File: src/rtl/tama_stat_arbiter_pkg.sv
// Shared constants and saturating arithmetic for the pet stat file.
package tama_pkg;

    localparam int STAT_W  = 3;
    localparam int NUM_SRC = 5;

    localparam int SRC_FEED  = 0;
    localparam int SRC_SLEEP = 1;
    localparam int SRC_PLAY  = 2;
    localparam int SRC_HEAL  = 3;
    localparam int SRC_DECAY = 4;

    typedef logic [STAT_W-1:0] stat_t;

    localparam stat_t DELTA_FEED_FOOD   = 3'd2;
    localparam stat_t DELTA_FEED_HEALTH = 3'd1;
    localparam stat_t DELTA_SLEEP       = 3'd2;
    localparam stat_t DELTA_PLAY_FUN    = 3'd2;
    localparam stat_t DELTA_PLAY_FOOD   = 3'd1;
    localparam stat_t DELTA_HEAL        = 3'd2;
    localparam stat_t DELTA_DECAY       = 3'd1;

    function automatic stat_t sat_add(stat_t v, stat_t d, stat_t max_v);
        logic [STAT_W:0] sum;
        sum = {1'b0, v} + {1'b0, d};
        return (sum > {1'b0, max_v}) ? max_v : sum[STAT_W-1:0];
    endfunction

    function automatic stat_t sat_sub(stat_t v, stat_t d);
        return (v < d) ? '0 : v - d;
    endfunction

    function automatic stat_t stat_min(stat_t a, stat_t b);
        return (a < b) ? a : b;
    endfunction

endpackage

File: src/rtl/tama_stat_arbiter_if.sv
// Event inputs and stat outputs of the stat arbiter, grouped as one bundle.
interface tama_stat_arbiter_if;
    import tama_pkg::*;

    logic               feeding;
    logic               light_out;
    logic               echo_sig;
    logic               healing;
    logic               testBut;
    stat_t              foodValue;
    stat_t              sleepValue;
    stat_t              funValue;
    stat_t              healthValue;
    stat_t              happyValue;
    logic [NUM_SRC-1:0] grant;
    logic               busy;

    modport master (
        output feeding, light_out, echo_sig, healing, testBut,
        input  foodValue, sleepValue, funValue, healthValue, happyValue, grant, busy
    );

    modport slave (
        input  feeding, light_out, echo_sig, healing, testBut,
        output foodValue, sleepValue, funValue, healthValue, happyValue, grant, busy
    );

endinterface

File: src/rtl/tama_rr_arb5.sv
// Five-way round-robin arbiter; the pointer names the highest-priority request.
module tama_rr_arb5
    import tama_pkg::*;
(
    input  logic               Clk,
    input  logic               Rst,
    input  logic [NUM_SRC-1:0] i_req,
    output logic [NUM_SRC-1:0] o_grant
);

    logic [2:0] r_ptr;
    logic [2:0] w_ptr_nxt;
    logic       w_found;
    int         w_idx;

    // NOTE: every signal written here gets a default first, so no path leaves one unassigned (no latch).
    always_comb begin
        o_grant   = '0;
        w_ptr_nxt = r_ptr;
        w_found   = 1'b0;
        w_idx     = 0;
        for (int off = 0; off < NUM_SRC; off++) begin
            w_idx = (int'(r_ptr) + off) % NUM_SRC;
            if (!w_found && i_req[w_idx]) begin
                o_grant[w_idx] = 1'b1;
                w_ptr_nxt      = 3'((w_idx + 1) % NUM_SRC);
                w_found        = 1'b1;
            end
        end
    end

    // NOTE: sequential state uses non-blocking assignments so all registers update from pre-edge values.
    always_ff @(posedge Clk) begin
        if (Rst)
            r_ptr <= '0;
        else if (w_found)
            r_ptr <= w_ptr_nxt;
    end

endmodule

File: src/rtl/tama_stat_arbiter.sv
// Serialises feed/sleep/play/heal/decay events into one saturating stat file,
// one round-robin grant per cycle.
module tama_stat_arbiter
    import tama_pkg::*;
#(
    parameter int STAT_MAX     = 5,
    parameter int STAT_INIT    = 5,
    parameter int DECAY_PERIOD = 50_000_000,
    parameter int TEST_DIV     = 1000
)(
    input  logic                Clk,
    input  logic                Rst,
    tama_stat_arbiter_if.slave  bus
);

    localparam int             CNT_W    = $clog2(DECAY_PERIOD);
    localparam logic [CNT_W-1:0] LIM_NORM = CNT_W'(DECAY_PERIOD - 1);
    localparam logic [CNT_W-1:0] LIM_TEST = CNT_W'(DECAY_PERIOD / TEST_DIV - 1);
    localparam stat_t          MAX_V    = STAT_W'(STAT_MAX);
    localparam stat_t          INIT_V   = STAT_W'(STAT_INIT);

    logic [3:0]         w_in;
    logic [3:0]         r_prev;
    logic [NUM_SRC-1:0] w_rise;
    logic [NUM_SRC-1:0] r_pend;
    logic [NUM_SRC-1:0] w_grant;
    logic [NUM_SRC-1:0] r_grant;
    logic [CNT_W-1:0]   r_cnt;
    logic [CNT_W-1:0]   w_limit;
    logic               w_decay_hit;
    stat_t              r_food, r_sleep, r_fun, r_health, r_happy;
    stat_t              w_food_nxt, w_sleep_nxt, w_fun_nxt, w_health_nxt;

    assign w_in        = {bus.healing, bus.echo_sig, bus.light_out, bus.feeding};
    assign w_limit     = bus.testBut ? LIM_TEST : LIM_NORM;
    assign w_decay_hit = (r_cnt == w_limit);
    assign w_rise      = {w_decay_hit, w_in & ~r_prev};

    tama_rr_arb5 u_arb (
        .Clk     (Clk),
        .Rst     (Rst),
        .i_req   (r_pend),
        .o_grant (w_grant)
    );

    // A counter stranded above a freshly lowered limit wraps silently.
    always_ff @(posedge Clk) begin
        if (Rst || r_cnt >= w_limit)
            r_cnt <= '0;
        else
            r_cnt <= r_cnt + CNT_W'(1);
    end

    always_comb begin
        w_food_nxt   = r_food;
        w_sleep_nxt  = r_sleep;
        w_fun_nxt    = r_fun;
        w_health_nxt = r_health;
        if (w_grant[SRC_FEED]) begin
            w_food_nxt   = sat_add(r_food, DELTA_FEED_FOOD, MAX_V);
            w_health_nxt = sat_add(r_health, DELTA_FEED_HEALTH, MAX_V);
        end
        if (w_grant[SRC_SLEEP])
            w_sleep_nxt = sat_add(r_sleep, DELTA_SLEEP, MAX_V);
        if (w_grant[SRC_PLAY]) begin
            w_fun_nxt  = sat_add(r_fun, DELTA_PLAY_FUN, MAX_V);
            w_food_nxt = sat_sub(r_food, DELTA_PLAY_FOOD);
        end
        if (w_grant[SRC_HEAL])
            w_health_nxt = sat_add(r_health, DELTA_HEAL, MAX_V);
        if (w_grant[SRC_DECAY]) begin
            w_food_nxt   = sat_sub(r_food, DELTA_DECAY);
            w_sleep_nxt  = sat_sub(r_sleep, DELTA_DECAY);
            w_fun_nxt    = sat_sub(r_fun, DELTA_DECAY);
            w_health_nxt = sat_sub(r_health, DELTA_DECAY);
        end
    end

    // Previous samples track the live inputs even in reset, so held lines raise no event.
    always_ff @(posedge Clk) begin
        r_prev <= w_in;
        if (Rst) begin
            r_pend   <= '0;
            r_grant  <= '0;
            r_food   <= INIT_V;
            r_sleep  <= INIT_V;
            r_fun    <= INIT_V;
            r_health <= INIT_V;
            r_happy  <= INIT_V;
        end else begin
            r_pend   <= (r_pend & ~w_grant) | w_rise;
            r_grant  <= w_grant;
            r_food   <= w_food_nxt;
            r_sleep  <= w_sleep_nxt;
            r_fun    <= w_fun_nxt;
            r_health <= w_health_nxt;
            r_happy  <= stat_min(stat_min(r_food, r_sleep), stat_min(r_fun, r_health));
        end
    end

    assign bus.foodValue   = r_food;
    assign bus.sleepValue  = r_sleep;
    assign bus.funValue    = r_fun;
    assign bus.healthValue = r_health;
    assign bus.happyValue  = r_happy;
    assign bus.grant       = r_grant;
    assign bus.busy        = |r_pend;

endmodule

File: src/flat_wrapper.sv
// flat-port wrapper written by rule: the top's interface ports become plain ports
module tama_stat_arbiter_flat import tama_pkg::*;
#(
    parameter int STAT_MAX     = 5,
    parameter int STAT_INIT    = 5,
    parameter int DECAY_PERIOD = 50_000_000,
    parameter int TEST_DIV     = 1000
)
  (Clk, Rst, bus_feeding, bus_light_out, bus_echo_sig, bus_healing, bus_testBut, bus_foodValue, bus_sleepValue, bus_funValue, bus_healthValue, bus_happyValue, bus_grant, bus_busy);
  tama_stat_arbiter_if bus_i ();
  input  logic Clk;
  input  logic Rst;
  input wire logic [$bits(bus_i.feeding)-1:0] bus_feeding;
  input wire logic [$bits(bus_i.light_out)-1:0] bus_light_out;
  input wire logic [$bits(bus_i.echo_sig)-1:0] bus_echo_sig;
  input wire logic [$bits(bus_i.healing)-1:0] bus_healing;
  input wire logic [$bits(bus_i.testBut)-1:0] bus_testBut;
  output wire logic [$bits(bus_i.foodValue)-1:0] bus_foodValue;
  output wire logic [$bits(bus_i.sleepValue)-1:0] bus_sleepValue;
  output wire logic [$bits(bus_i.funValue)-1:0] bus_funValue;
  output wire logic [$bits(bus_i.healthValue)-1:0] bus_healthValue;
  output wire logic [$bits(bus_i.happyValue)-1:0] bus_happyValue;
  output wire logic [$bits(bus_i.grant)-1:0] bus_grant;
  output wire logic [$bits(bus_i.busy)-1:0] bus_busy;
  assign bus_i.feeding = bus_feeding;
  assign bus_i.light_out = bus_light_out;
  assign bus_i.echo_sig = bus_echo_sig;
  assign bus_i.healing = bus_healing;
  assign bus_i.testBut = bus_testBut;
  assign bus_foodValue = bus_i.foodValue;
  assign bus_sleepValue = bus_i.sleepValue;
  assign bus_funValue = bus_i.funValue;
  assign bus_healthValue = bus_i.healthValue;
  assign bus_happyValue = bus_i.happyValue;
  assign bus_grant = bus_i.grant;
  assign bus_busy = bus_i.busy;
  tama_stat_arbiter #(.STAT_MAX(STAT_MAX), .STAT_INIT(STAT_INIT), .DECAY_PERIOD(DECAY_PERIOD), .TEST_DIV(TEST_DIV)) u_core (.Clk(Clk), .Rst(Rst), .bus(bus_i));
endmodule
File: config.mk
export PLATFORM = sky130hd
export DESIGN_NAME = tama_stat_arbiter_flat
export DESIGN_NICKNAME = d
export VERILOG_FILES = /design/src/rtl/tama_stat_arbiter_pkg.sv /design/src/rtl/tama_stat_arbiter_if.sv /design/src/rtl/tama_rr_arb5.sv /design/src/rtl/tama_stat_arbiter.sv /design/src/flat_wrapper.sv
export SDC_FILE = /design/constraint.sdc
export NUM_CORES = 1
export LEC_CHECK = 0
export BUFFER_PORTS_ARGS = -buffer_cell sky130_fd_sc_hd__buf_2
export CAP_MARGIN = 20
export CORE_UTILIZATION = 30
export CTS_CLUSTER_SIZE = 30
export DETAILED_ROUTE_END_ITERATION = 12
export PLACE_DENSITY_LB_ADDON = 0.25
export SLEW_MARGIN = 0
export SYNTH_ARGS = -nofsm -noshare
export SYNTH_HDL_FRONTEND = slang
export SYNTH_SLANG_ARGS = --single-unit
File: constraint.sdc
create_clock -name Clk -period 28.5 [get_ports Clk]
set_clock_uncertainty 0.15 [all_clocks]
set_input_delay 1.425 -clock Clk [delete_from_list [all_inputs] [get_ports Clk]]
set_output_delay 1.425 -clock Clk [all_outputs]
set_load 0.01 [all_outputs]
# After elaboration in Yosys (flattened, before gate mapping)
# Cells that the tools add are included.
# classes
order_cmp,23
n_bitwise,9
add_sub_neg,19
eq_ne,1
reduce_logical,21
n_mux,63
div_mod_pow,10
# op_table
cell,count
$mod 32x4->32 const B,9
$add 32x2->32 const B,5
$ge 32x1->1 const B,5
$lt 32x5->1 const B,5
$mux 3,27
$mod 4x4->32 const B,1
$add 26x1->26 const B,1
$eq 26x26->1,1
$ge 26x26->1,1
$mux 26,1
$mux 5,5
$or 5x5->5,5
$add 3x2->4 const B,6
$gt 4x3->1 const B,5
$mux 1,20
$bmux 1 s3,5
$demux 1 s3,5
$lt 3x1->1 const B,4
$sub 3x1->3 const B,4
$logic_and 1x1->1,9
$lt 3x3->1,3
$add 3x1->4 const B,2
$reduce_bool 3->1,2
$and 5x5->5,1
other kinds (10),14
# totals
elab_cells,156
regBits,58

# Longest topological paths before layout
# Gate-level depths: netlist of run 1.
# depth
ltp_word,20
depth_mapped,59

# Hierarchy
# Synthesis of run 1 repeated with hierarchy kept, for this count alone.
# hier_totals
hier_cells,1287
hier_area_um2,9346.5
# modules_own_cells
module,n_inst,area_each_um2,seq_area_each_um2,cells_per_inst
tama_rr_arb5,1,6013.3,60.1,903
tama_stat_arbiter,1,3333.2,1101.1,384

# Worst setup path before layout of run 1
# Ideal clock, no wire load.
# synth_path
path_type,flip-flop to flip-flop
startpoint,register u_core.u_arb.r_ptr[0]
endpoint,register u_core.u_arb.r_ptr[2]
arrival_ns,12.027
path_stages_with_launch,60
setup_time_ns,0.062
slack_ns,16.261
path_buffers,7
synth_period_minus_slack_ns,12.239
cell_sequence,dfxtp_1 > buf_4 > inv_1 > buf_6 > clkbuf_1 > ha_1 > inv_1 > ha_1 > buf_4 > inv_1 > ha_1 > inv_1 > ha_1 > nor2b_1 > o221a_2 > o21ai_1 > a2111o_1 > or3_1 > [24 not listed] > o211ai_1 > a211o_1 > nand4_1 > inv_1 > ha_1 > a2111o_1 > nand2_1 > xnor2_1 > ha_1 > nand2b_1 > and2_1 > o41ai_4 > mux2_2 > ha_1 > nor2_1 > or3_1 > a2111o_1 > nand3_1
# synth_between
elab_chain_cells,18
word_cells_on_any_way,54
classes_between,add/sub (9); div (10); mux (25); reduce/logical (10)
# synth_rtl
element,line_no,text
from (decl),tama_rr_arb5.sv:11,logic [2:0] r_ptr;
from (signal assigned),tama_rr_arb5.sv:37,r_ptr <= w_ptr_nxt;
"parallel branches: the longest is 18 deep, another holds $mod 32x4->32",-,
# Parallel ways; which one is timed is not known. The select of a mux whose other input is x is not followed.
# A chain may end at the register's enable or synchronous reset.

# Final worst setup path of run 1
# Same ends and word-level chain as after synthesis.

==> results of run 1 <==
cell families (layout without fill, tap and decap cells):
group | after synthesis | count (layout) | synth area share (%)
muxes | 17 | 17 | 1.80
xor gates and xnor gates | 72 | 72 | 6.74
adders and majority gates | 78 | 78 | 9.90
DFF | 58 | 58 | 11.8
and+or+nand+nor | 565 | 565 | 29.6
AOI/OAI and AO/OA | 439 | 439 | 33.1
buffers and inverters | 124 | 111 | 7.07
through the flow:
step / utilization, % / setup slack [ns] / instances / hold WS [ns] / cell area [um^2]
finish: 32.3 / 14.17 / 1782 / 0.288 / 10500
global route: 32.3 / 13.06 / 1782 / 0.313 / 10500
CTS: 32.3 / 14.22 / 1781 / 0.292 / 10500
detailed placement: 31.3 / 14.26 / 1765 / 0.284 / 10200
global placement: 31.3 / 14.44 / 1765 / 0.280 / 10200
floorplan: - / 16.26 / 1353 / 0.263 / 9860
worst max-delay path, delay by kind of cell, from the launching register on:
family	cells	cell delay (ns)
flops	1	0.31
xor+xnor	2	0.40
compound gates	16	5.65
buf+inv	6	1.04
mux	1	0.25
simple gates	18	4.09
fa+ha+maj	7	2.34
sequential cells by signal, indices dropped and copies added, names as in the netlist, 4 cells and up:
signal	flops
u_core.bus.grant	5
u_core.r_cnt	26
u_core.r_pend	5
u_core.r_prev	4
synth_stat cells (14+ instances only):
library cell,n,area [um^2]
sky130_fd_sc_hd__nor2_1,142,533
sky130_fd_sc_hd__nand2_1,136,510
sky130_fd_sc_hd__a21oi_1,89,445
sky130_fd_sc_hd__ha_1,78,976
sky130_fd_sc_hd__o21ai_0,59,295
sky130_fd_sc_hd__dfxtp_1,58,1160
sky130_fd_sc_hd__nand3_1,57,285
sky130_fd_sc_hd__inv_1,49,184
sky130_fd_sc_hd__xnor2_1,46,403
sky130_fd_sc_hd__nor3_1,36,180
sky130_fd_sc_hd__nand4_1,29,181
sky130_fd_sc_hd__nor4_1,25,156
sky130_fd_sc_hd__a211oi_1,24,180
sky130_fd_sc_hd__xor2_1,23,201
sky130_fd_sc_hd__buf_4,22,165
sky130_fd_sc_hd__o211ai_1,21,158
sky130_fd_sc_hd__o21ai_1,21,105
sky130_fd_sc_hd__clkbuf_1,18,67.6
sky130_fd_sc_hd__nand2b_1,18,113
sky130_fd_sc_hd__buf_6,15,169
sky130_fd_sc_hd__nor2b_1,15,93.8
sky130_fd_sc_hd__or3_1,15,93.8
sky130_fd_sc_hd__and2_1,14,87.6
sky130_fd_sc_hd__and3_1,14,87.6
sky130_fd_sc_hd__o21a_1,14,105
cells in the final DEF (no fill, tap or decap), types with 10 or more instances in the layout:
cell and count:
sky130_fd_sc_hd__buf_4 15, sky130_fd_sc_hd__dfxtp_1 57, sky130_fd_sc_hd__and3_1 14, sky130_fd_sc_hd__nand4_1 29, sky130_fd_sc_hd__a22oi_1 11, sky130_fd_sc_hd__o21ai_1 21
sky130_fd_sc_hd__a31oi_1 11, sky130_fd_sc_hd__nand2b_1 18, sky130_fd_sc_hd__mux2i_1 11, sky130_fd_sc_hd__a21o_1 11, sky130_fd_sc_hd__a211oi_1 24, sky130_fd_sc_hd__o31ai_1 12
sky130_fd_sc_hd__or3_1 15, sky130_fd_sc_hd__xnor2_1 46, sky130_fd_sc_hd__inv_1 49, sky130_fd_sc_hd__and2_1 14, sky130_fd_sc_hd__nand3_1 57, sky130_fd_sc_hd__ha_1 78
sky130_fd_sc_hd__a21oi_1 89, sky130_fd_sc_hd__o21ai_0 59, sky130_fd_sc_hd__a21boi_0 10, sky130_fd_sc_hd__xor2_1 23, sky130_fd_sc_hd__nand2_1 136, sky130_fd_sc_hd__nor2_1 142
sky130_fd_sc_hd__nor2b_1 15, sky130_fd_sc_hd__o211ai_1 21, sky130_fd_sc_hd__buf_2 27, sky130_fd_sc_hd__nor3_1 36, sky130_fd_sc_hd__o22ai_1 13, sky130_fd_sc_hd__o21a_1 14
sky130_fd_sc_hd__nor4_1 25
area by class of cell:
class,instances,area (um^2),share of cell area (%)
Clock buffer,10,239,2.28
Clock inverter,6,90.1,0.858
Inverter,53,201,1.92
Multi-Input combinational cell,1171,8000,76.2
Sequential cell,58,1160,11.1
Tap cell,442,553,5.27
Timing Repair Buffer,42,248,2.36
final timing paths:
path | startpoint | endpoint | slack [ns]
max | u_core.u_arb.r_ptr[0]$_SDFFE_PP0P_ | u_core.u_arb.r_ptr[2]$_SDFFE_PP0P_ | 14.17
max reg2reg | u_core.u_arb.r_ptr[0]$_SDFFE_PP0P_ | u_core.u_arb.r_ptr[2]$_SDFFE_PP0P_ | 14.17
min reg2reg | u_core.r_cnt[0]$_SDFF_PP0_ | u_core.r_cnt[0]$_SDFF_PP0_ | 0.29
min | u_core.r_cnt[0]$_SDFF_PP0_ | u_core.r_cnt[0]$_SDFF_PP0_ | 0.29
per-layer routing:
metal | track usage (%) | vias up | share of wire (%)
li1 | - | 5054 | -
met1 | 24.0 | 4817 | 47
met2 | 28.6 | 323 | 45
met3 | 1.67 | 53 | 4.8
met4 | 5.83 | 0 | 2.7
met5 | 0 | - | 0
==> metrics.cfg, run 1 <==
[die]
start_util_pct=30.4
row_count=66
die_width_um=183
num_io_pins=28
floorplan.die_area_um2=33600
placeableCoreArea_um2=32500
floorplan.die.height_um=183

[place]
place.port_buffers=27
place.detailed.hpwl_um=22400
routabilityCongestion=0.956

[route]
antenna_violating_nets_post_route=0
post_drt_via_cell_ratio=5.75
first_iter_violations=718
wl_um=29600
route.detailed.drc=0
routedWlPerCell_um=16.6
vias=10200
drtPass1Iterations=6

[worst_setup_path]
setup.worst_path.class=flip-flop to flip-flop
cp-end-kind=flip-flop
timing.critical_path.fanout_max=49
timing.reg2reg.worst_path_depth=50
worst_setup_path_start_kind=flip-flop
timing.critical_path.arrival_ns=14.45
critical_path.slowest_cell=sky130_fd_sc_hd__a32oi_1
path_common_cell=sky130_fd_sc_hd__ha_1
cp_data_required_time_ns=28.62
critPathMaxStageDelay_ns=0.89

[grt]
pin_count_of_the_biggest_net_entering_global_routing=50
grt_first_pass_wirelength_um=49200
global_route.overflow_total=0
via_count_of_the_first_global_routing_pass=9549
grt_antenna_before_repair=0
grtUsageTotal_pct=17.5

[final_layout]
fill_cells=3493
design.final.nets=1420
area.growth.synth_to_final_pct=6.45
post_route_cells_drive_above_1_share_pct=11.6
antenna_cells=0

[timing]
finalHoldViolCount=0
timing.final.crit_period_ns=14.33
finalMaxSlewViolations=0
final_min_period_over_clock_period_pct=50.3
slew_headroom_pct=25.7
grt_setup_unrepaired=false
tns_ns=0
setup_viol=0
timing_worst_slew_pin_value_ns=1.11
fmaxAchievable_ghz=0.0698

[clocking]
clk_latency_worst_skew_pair_ns=0.33
tritoncts.num_buffers=9
clkSlewWorstSetupHoldPaths_ns=0.05
cts_root_buffer=sky130_fd_sc_hd__clkbuf_16
cts_tree=built
post_cts.repair.setup_buffers=0
numClockSinks=58
cts_htree_levels=3
hold_buffers=0
post_cts_resized=0
ctsLongestPathBuffers=2

[synth]
synth_enable_flop_cells=0
postSynthNetCount=1438
mappedNetlistArea_um2=9860
post_synth.cell_area_avg_um2=7.29
synth_seq_cells=58
share_of_flip_flops_with_an_asynchronous_set_or_reset_after_synthesis_pct=0
synth-main-ff-cell=sky130_fd_sc_hd__dfxtp_1
yosys.cell_types.count=126
ys_warn_count=0
seq_area_frac_synth_pct=11.8
syn-instance-count=1353

[run_status]
status=finished clean

[hold_path]
timing.hold.worst.class=flip-flop to flip-flop
holdPathStages=1

[run]
cap_violations=0

Power of run 1 is left out: the tool's default activity adds up to more than one toggle a clock period on the data nets, which glitch-free logic cannot reach.
==> run 2, diff against run 1 <==
- clock period: 28.5 -> 12.2 ns (I/O delays scaled with it)
==> run 2 against run 1 <==
Net effect:
- core utilization increased by 2.8 points
- clock-buffer cell count increased by 1
- wire length is 6.5% higher
- worst setup slack lost 14 ns
==> metrics.cfg, run 2 (same netlist as run 1, synthesis figures left out) <==
[run_status]
status=finished clean

[final_layout]
area.growth.synth_to_final_pct=15.6
largest_register=u_core.r_cnt
post_route_cells_drive_above_1_share_pct=19.2  ; +7.5 points
antenna_cells=0  ; unchanged
layout.cells.most_common_list=142 x sky130_fd_sc_hd__nor2_1, 134 x sky130_fd_sc_hd__nand2_1, 93 x sky130_fd_sc_hd__buf_4, 85 x sky130_fd_sc_hd__a21oi_1, 75 x sky130_fd_sc_hd__ha_1
design.final.nets=1499  ; +5.6%
largest_register_ff_count=26  ; unchanged
layout_commonest_cell=sky130_fd_sc_hd__nor2_1

[timing]
timing.final.crit_period_ns=11.71  ; -2.62 ns
setup_viol=0  ; unchanged
fmaxAchievable_ghz=0.0854  ; +22%
final_min_period_over_clock_period_pct=96.0  ; +46 points
worst_hold_slack_ns=0.236  ; -0.0518 ns
timing_worst_slew_pin_value_ns=1.10  ; -0.00953 ns
finalHoldViolCount=0  ; unchanged
tns_ns=0  ; unchanged
finalMaxSlewViolations=0  ; unchanged
slew_headroom_pct=26.3  ; +0.64 points

[route]
antenna_violating_nets_post_route=0  ; unchanged
post_drt_via_cell_ratio=5.71  ; -0.68%
routedWlPerCell_um=16.9  ; +2.0%
vias=10600  ; +3.7%
route.detailed.drc=0  ; unchanged
wl_um=31500  ; +6.5%
drtPass1Iterations=6  ; unchanged
first_iter_violations=1004  ; +40%

[worst_setup_path]
cp_data_required_time_ns=12.33  ; -16.29 ns
timing.critical_path.arrival_ns=11.84  ; -2.61 ns
path_common_cell=sky130_fd_sc_hd__ha_1
worst_setup_path_start_kind=flip-flop
critical_path.slowest_cell=sky130_fd_sc_hd__a2111o_1
timing.critical_path.fanout_max=9  ; -82%
setup.worst_path.class=flip-flop to flip-flop
critPathMaxStageDelay_ns=0.45  ; -0.44 ns
cp-end-kind=flip-flop

[grt]
grtUsageTotal_pct=18.2  ; +0.71 points
grt_antenna_before_repair=0  ; unchanged
global_route.overflow_total=0  ; unchanged
via_count_of_the_first_global_routing_pass=9737  ; +2.0%
pin_count_of_the_biggest_net_entering_global_routing=26  ; -48%
grt_first_pass_wirelength_um=50500  ; +2.6%

[die]
placeableCoreArea_um2=32500  ; unchanged
row_count=66  ; unchanged
num_io_pins=28  ; unchanged
floorplan.die.height_um=183  ; unchanged
start_util_pct=30.4  ; unchanged
floorplan.die_area_um2=33600  ; unchanged
die_width_um=183  ; unchanged

[clocking]
clk_latency_worst_skew_pair_ns=0.33  ; about the same
tritoncts.num_buffers=9  ; unchanged
ctsLongestPathBuffers=2  ; unchanged
cts_tree=built
numClockSinks=58  ; unchanged
cts_htree_levels=3  ; unchanged
clkSlewWorstSetupHoldPaths_ns=0.05  ; about the same
cts_root_buffer=sky130_fd_sc_hd__clkbuf_16
hold_buffers=0  ; unchanged

[place]
place.port_buffers=27  ; unchanged
routabilityCongestion=0.961  ; +0.49%
place.detailed.hpwl_um=23600  ; +5.3%

[hold_path]
timing.hold.worst.class=input port to flip-flop

[run]
cap_violations=0  ; unchanged

run 2: per-stage QoR:
| stage | cells | instance area (um^2) | utilization, % | setup slack (ns) |
|---|---|---|---|---|
| 4_1_cts | 1825 | 10900 | 33.4 | 0.00146 |
| 6_report | 1861 | 11400 | 35.1 | 0.486 |
| 3_5_place_dp | 1809 | 10500 | 32.3 | -0.167 |
| 5_1_grt | 1861 | 11400 | 35.1 | -0.122 |
| 2_1_floorplan | 1353 | 9860 | - | 0.142 |
| 3_3_place_gp | 1809 | 10500 | 32.3 | 0.117 |
run 2: cell type report:
class	instances	area, um^2
fillers	3413	21100
multi-input cells	1172	8330
flip-flops and latches	58	1160
repair buffers	120	833
well taps	442	553
clock buffers	11	243
inverters	53	204
clock inverters	5	77.6
run 2: critical path, delay by kind of cell, from the launching register on:
kind            cells  cell delay [ns]
compound gates     17             4.59
simple gates       19             4.15
fa+ha+maj           8             1.65
buf+inv             6             0.45
flops               1             0.31
mux                 1             0.26
xor+xnor            1             0.10
run 2: repair_timing:
action | 4_1_cts | 5_1_grt
pin swaps | 0 | 25
gates cloned | 0 | 1
endpoints found under the setup margin | 2 | 3
resized for setup | 7 | 52
buffers inserted | 0 | 34
run 2: per-layer routing:
| metal | track usage [%] | part of all wire (%) | vias to the layer above |
|---|---|---|---|
| li1 | - | - | 5215 |
| met1 | 24.9 | 47 | 5025 |
| met2 | 29.4 | 45 | 330 |
| met3 | 2.01 | 5.4 | 58 |
| met4 | 6.77 | 2.4 | 0 |
| met5 | 0 | 0 | - |
run 2: path summary, 6_finish.rpt:
kind | cells past startpoint | start | endpoint | slack [ns]
setup reg to reg | 52 | u_core.u_arb.r_ptr[0]$_SDFFE_PP0P_ | u_core.u_arb.r_ptr[2]$_SDFFE_PP0P_ | 0.49
hold / removal | 1 | bus_echo_sig | u_core.r_prev[2]$_DFF_P_ | 0.24
hold reg to reg | 1 | u_core.r_cnt[0]$_SDFF_PP0_ | u_core.r_cnt[0]$_SDFF_PP0_ | 0.28
setup / recovery | 52 | u_core.u_arb.r_ptr[0]$_SDFFE_PP0P_ | u_core.u_arb.r_ptr[2]$_SDFFE_PP0P_ | 0.49
Power of run 2 is left out for the same reason.
==> run 3, diff against run 2 <==
- BUFFER_PORTS_ARGS: -buffer_cell sky130_fd_sc_hd__buf_2 -> -buffer_cell sky130_fd_sc_hd__clkbuf_2
- CORE_UTILIZATION: 30 -> 52
==> run 3 against run 2 <==
Net effect:
- worst setup slack got worse by 0.040 ns
- wire length decreased by 4.6%
- clock-buffer cell count unchanged
- sequential share of layout area increased by 0.42 points
- global-route usage increased by 12 points
- non-clock buffer count decreased by 25
- maximum frequency decreased by 0.34%
- worst hold slack improved by 0.023 ns
==> metrics.cfg, run 3 (same netlist as run 1, synthesis figures left out) <==
[run_status]
status=finished clean

[final_layout]
area.growth.synth_to_final_pct=11.5
fill_cells=1670  ; -51%
antenna_cells=0  ; unchanged
design.final.nets=1473  ; -1.7%
total_area_of_multi_input_combinational_cells_um2=8350  ; +0.20%
layout_commonest_cell=sky130_fd_sc_hd__nor2_1
layout.cells.most_common_list=142 x sky130_fd_sc_hd__nor2_1, 135 x sky130_fd_sc_hd__nand2_1, 87 x sky130_fd_sc_hd__a21oi_1, 73 x sky130_fd_sc_hd__ha_1, 66 x sky130_fd_sc_hd__buf_4
area_of_all_sequential_standard_cells_um2=1170  ; +0.43%
largest_register=u_core.r_cnt
fin_cells=1622  ; -13%
post_route_cells_drive_above_1_share_pct=18.1  ; -1.1 points
largest_register_ff_count=26  ; unchanged
design_area_um2=11000  ; -3.6%

[clocking]
tritoncts.num_buffers=9  ; unchanged
cts_tree=built
ctsLongestPathBuffers=2  ; unchanged
cts_root_buffer=sky130_fd_sc_hd__clkbuf_16
cts_htree_levels=3  ; unchanged
clkSlewWorstSetupHoldPaths_ns=0.05  ; about the same
numClockSinks=58  ; unchanged
clk_latency_worst_skew_pair_ns=0.32  ; about the same

[timing]
worst_hold_slack_ns=0.259  ; +0.0234 ns
fmaxAchievable_ghz=0.0851  ; -0.34%
slew_headroom_pct=32.5  ; +6.2 points
finalHoldViolCount=0  ; unchanged
timing_worst_slew_pin_value_ns=1.00  ; -0.0968 ns
final_min_period_over_clock_period_pct=96.3  ; +0.33 points
timing.final.crit_period_ns=11.75  ; +0.0401 ns
finalMaxSlewViolations=0  ; unchanged
setup_viol=0  ; unchanged
setup_slack_ns=0.446  ; -0.0401 ns

[grt]
grt_antenna_before_repair=0  ; unchanged
pin_count_of_the_biggest_net_entering_global_routing=28  ; +7.7%
global_route.overflow_total=0  ; unchanged
grtUsageTotal_pct=29.9  ; +12 points
grt_first_pass_wirelength_um=48400  ; -4.1%
via_count_of_the_first_global_routing_pass=9557  ; -1.8%

[route]
post_drt_via_cell_ratio=6.62  ; +16%
first_iter_violations=1073  ; +6.9%
wl_um=30100  ; -4.6%
routedWlPerCell_um=18.5  ; +9.4%
route.detailed.drc=0  ; unchanged
drtPass1Iterations=6  ; unchanged
antenna_violating_nets_post_route=0  ; unchanged
vias=10700  ; +0.96%

[worst_setup_path]
cp-end-kind=flip-flop
timing.critical_path.fanout_max=11  ; +2
path_common_cell=sky130_fd_sc_hd__ha_1
critical_path.slowest_cell=sky130_fd_sc_hd__ha_1
timing.reg2reg.worst_path_depth=53  ; +1.9%
critPathMaxStageDelay_ns=0.45  ; about the same
timing.critical_path.arrival_ns=11.86  ; +0.02 ns
cp_data_required_time_ns=12.31  ; -0.02 ns
worst_setup_path_start_kind=flip-flop
setup.worst_path.class=flip-flop to flip-flop

[place]
routabilityCongestion=0.999  ; +4.0%
place.detailed.hpwl_um=22200  ; -5.9%
pre_cts_ws_ns=-0.210  ; -0.0424 ns
detailed_place.area_um2=10100  ; -3.6%
place.port_buffers=27  ; unchanged
post-place-cells=1581  ; -13%

[die]
floorplan.die_area_um2=19500  ; -42%
start_util_pct=54.0  ; +24 points
floorplan.die.height_um=140  ; -24%
die_width_um=140  ; -24%
row_count=49  ; -26%
num_io_pins=28  ; unchanged
placeableCoreArea_um2=18300  ; -44%

[hold_path]
timing.hold.worst.class=input port to flip-flop
holdPathStages=1  ; unchanged

[run]
cap_violations=0  ; unchanged

-- run 3: final timing paths --
kind                                                    startpoint                                  to  slack [ns]
worst max-delay path            u_core.u_arb.r_ptr[0]$_SDFFE_PP0P_  u_core.u_arb.r_ptr[2]$_SDFFE_PP0P_        0.45
worst min-delay path                                 bus_light_out            u_core.r_prev[1]$_DFF_P_        0.26
worst max register to register  u_core.u_arb.r_ptr[0]$_SDFFE_PP0P_  u_core.u_arb.r_ptr[2]$_SDFFE_PP0P_        0.45
worst min register to register          u_core.r_cnt[0]$_SDFF_PP0_          u_core.r_cnt[0]$_SDFF_PP0_        0.28
-- run 3: final cells by class --
cell class                      instances  area share [%]
Multi-Input combinational cell       1171            75.9
Sequential cell                        58            10.6
Timing Repair Buffer                   95            5.98
Tap cell                              229            2.61
Clock buffer                           11            2.12
Inverter                               53            1.83
Clock inverter                          5           0.933
-- run 3: repair_timing --
item	4_1_cts	5_1_grt
hold buffers	0	0
buffers inserted	1	23
cloned	0	0
pin swaps	3	26
resized for setup	8	59
endpoints found under the setup margin	2	3
-- run 3: metal layers --
layer	wire [um]	part of all wire [%]	up-vias	global-route usage (%)
li1	-	-	5159	-
met1	13900	46	5024	42.2
met2	13300	44	465	47.2
met3	1980	6.6	82	2.92
met4	923	3.1	0	10.1
met5	0	0	-	0
-- run 3: critical path, delay by kind of cell (launching register included) --
family | cells | cell delay, ns
adders and majority gates | 7 | 1.70
DFF | 1 | 0.32
and+or+nand+nor | 20 | 4.34
buffers and inverters | 8 | 0.89
AOI/OAI and AO/OA | 16 | 4.07
xor gates and xnor gates | 2 | 0.21
-- run 3: through the flow --
step                      TNS (ns)  util [%]
after floorplan                  0         -
after global placement           0      55.3
final                            0      60.2
after detailed placement    -0.298      55.3
after global routing        -0.164      60.2
after CTS                        0      57.5
Power of run 3 is left out for the same reason.
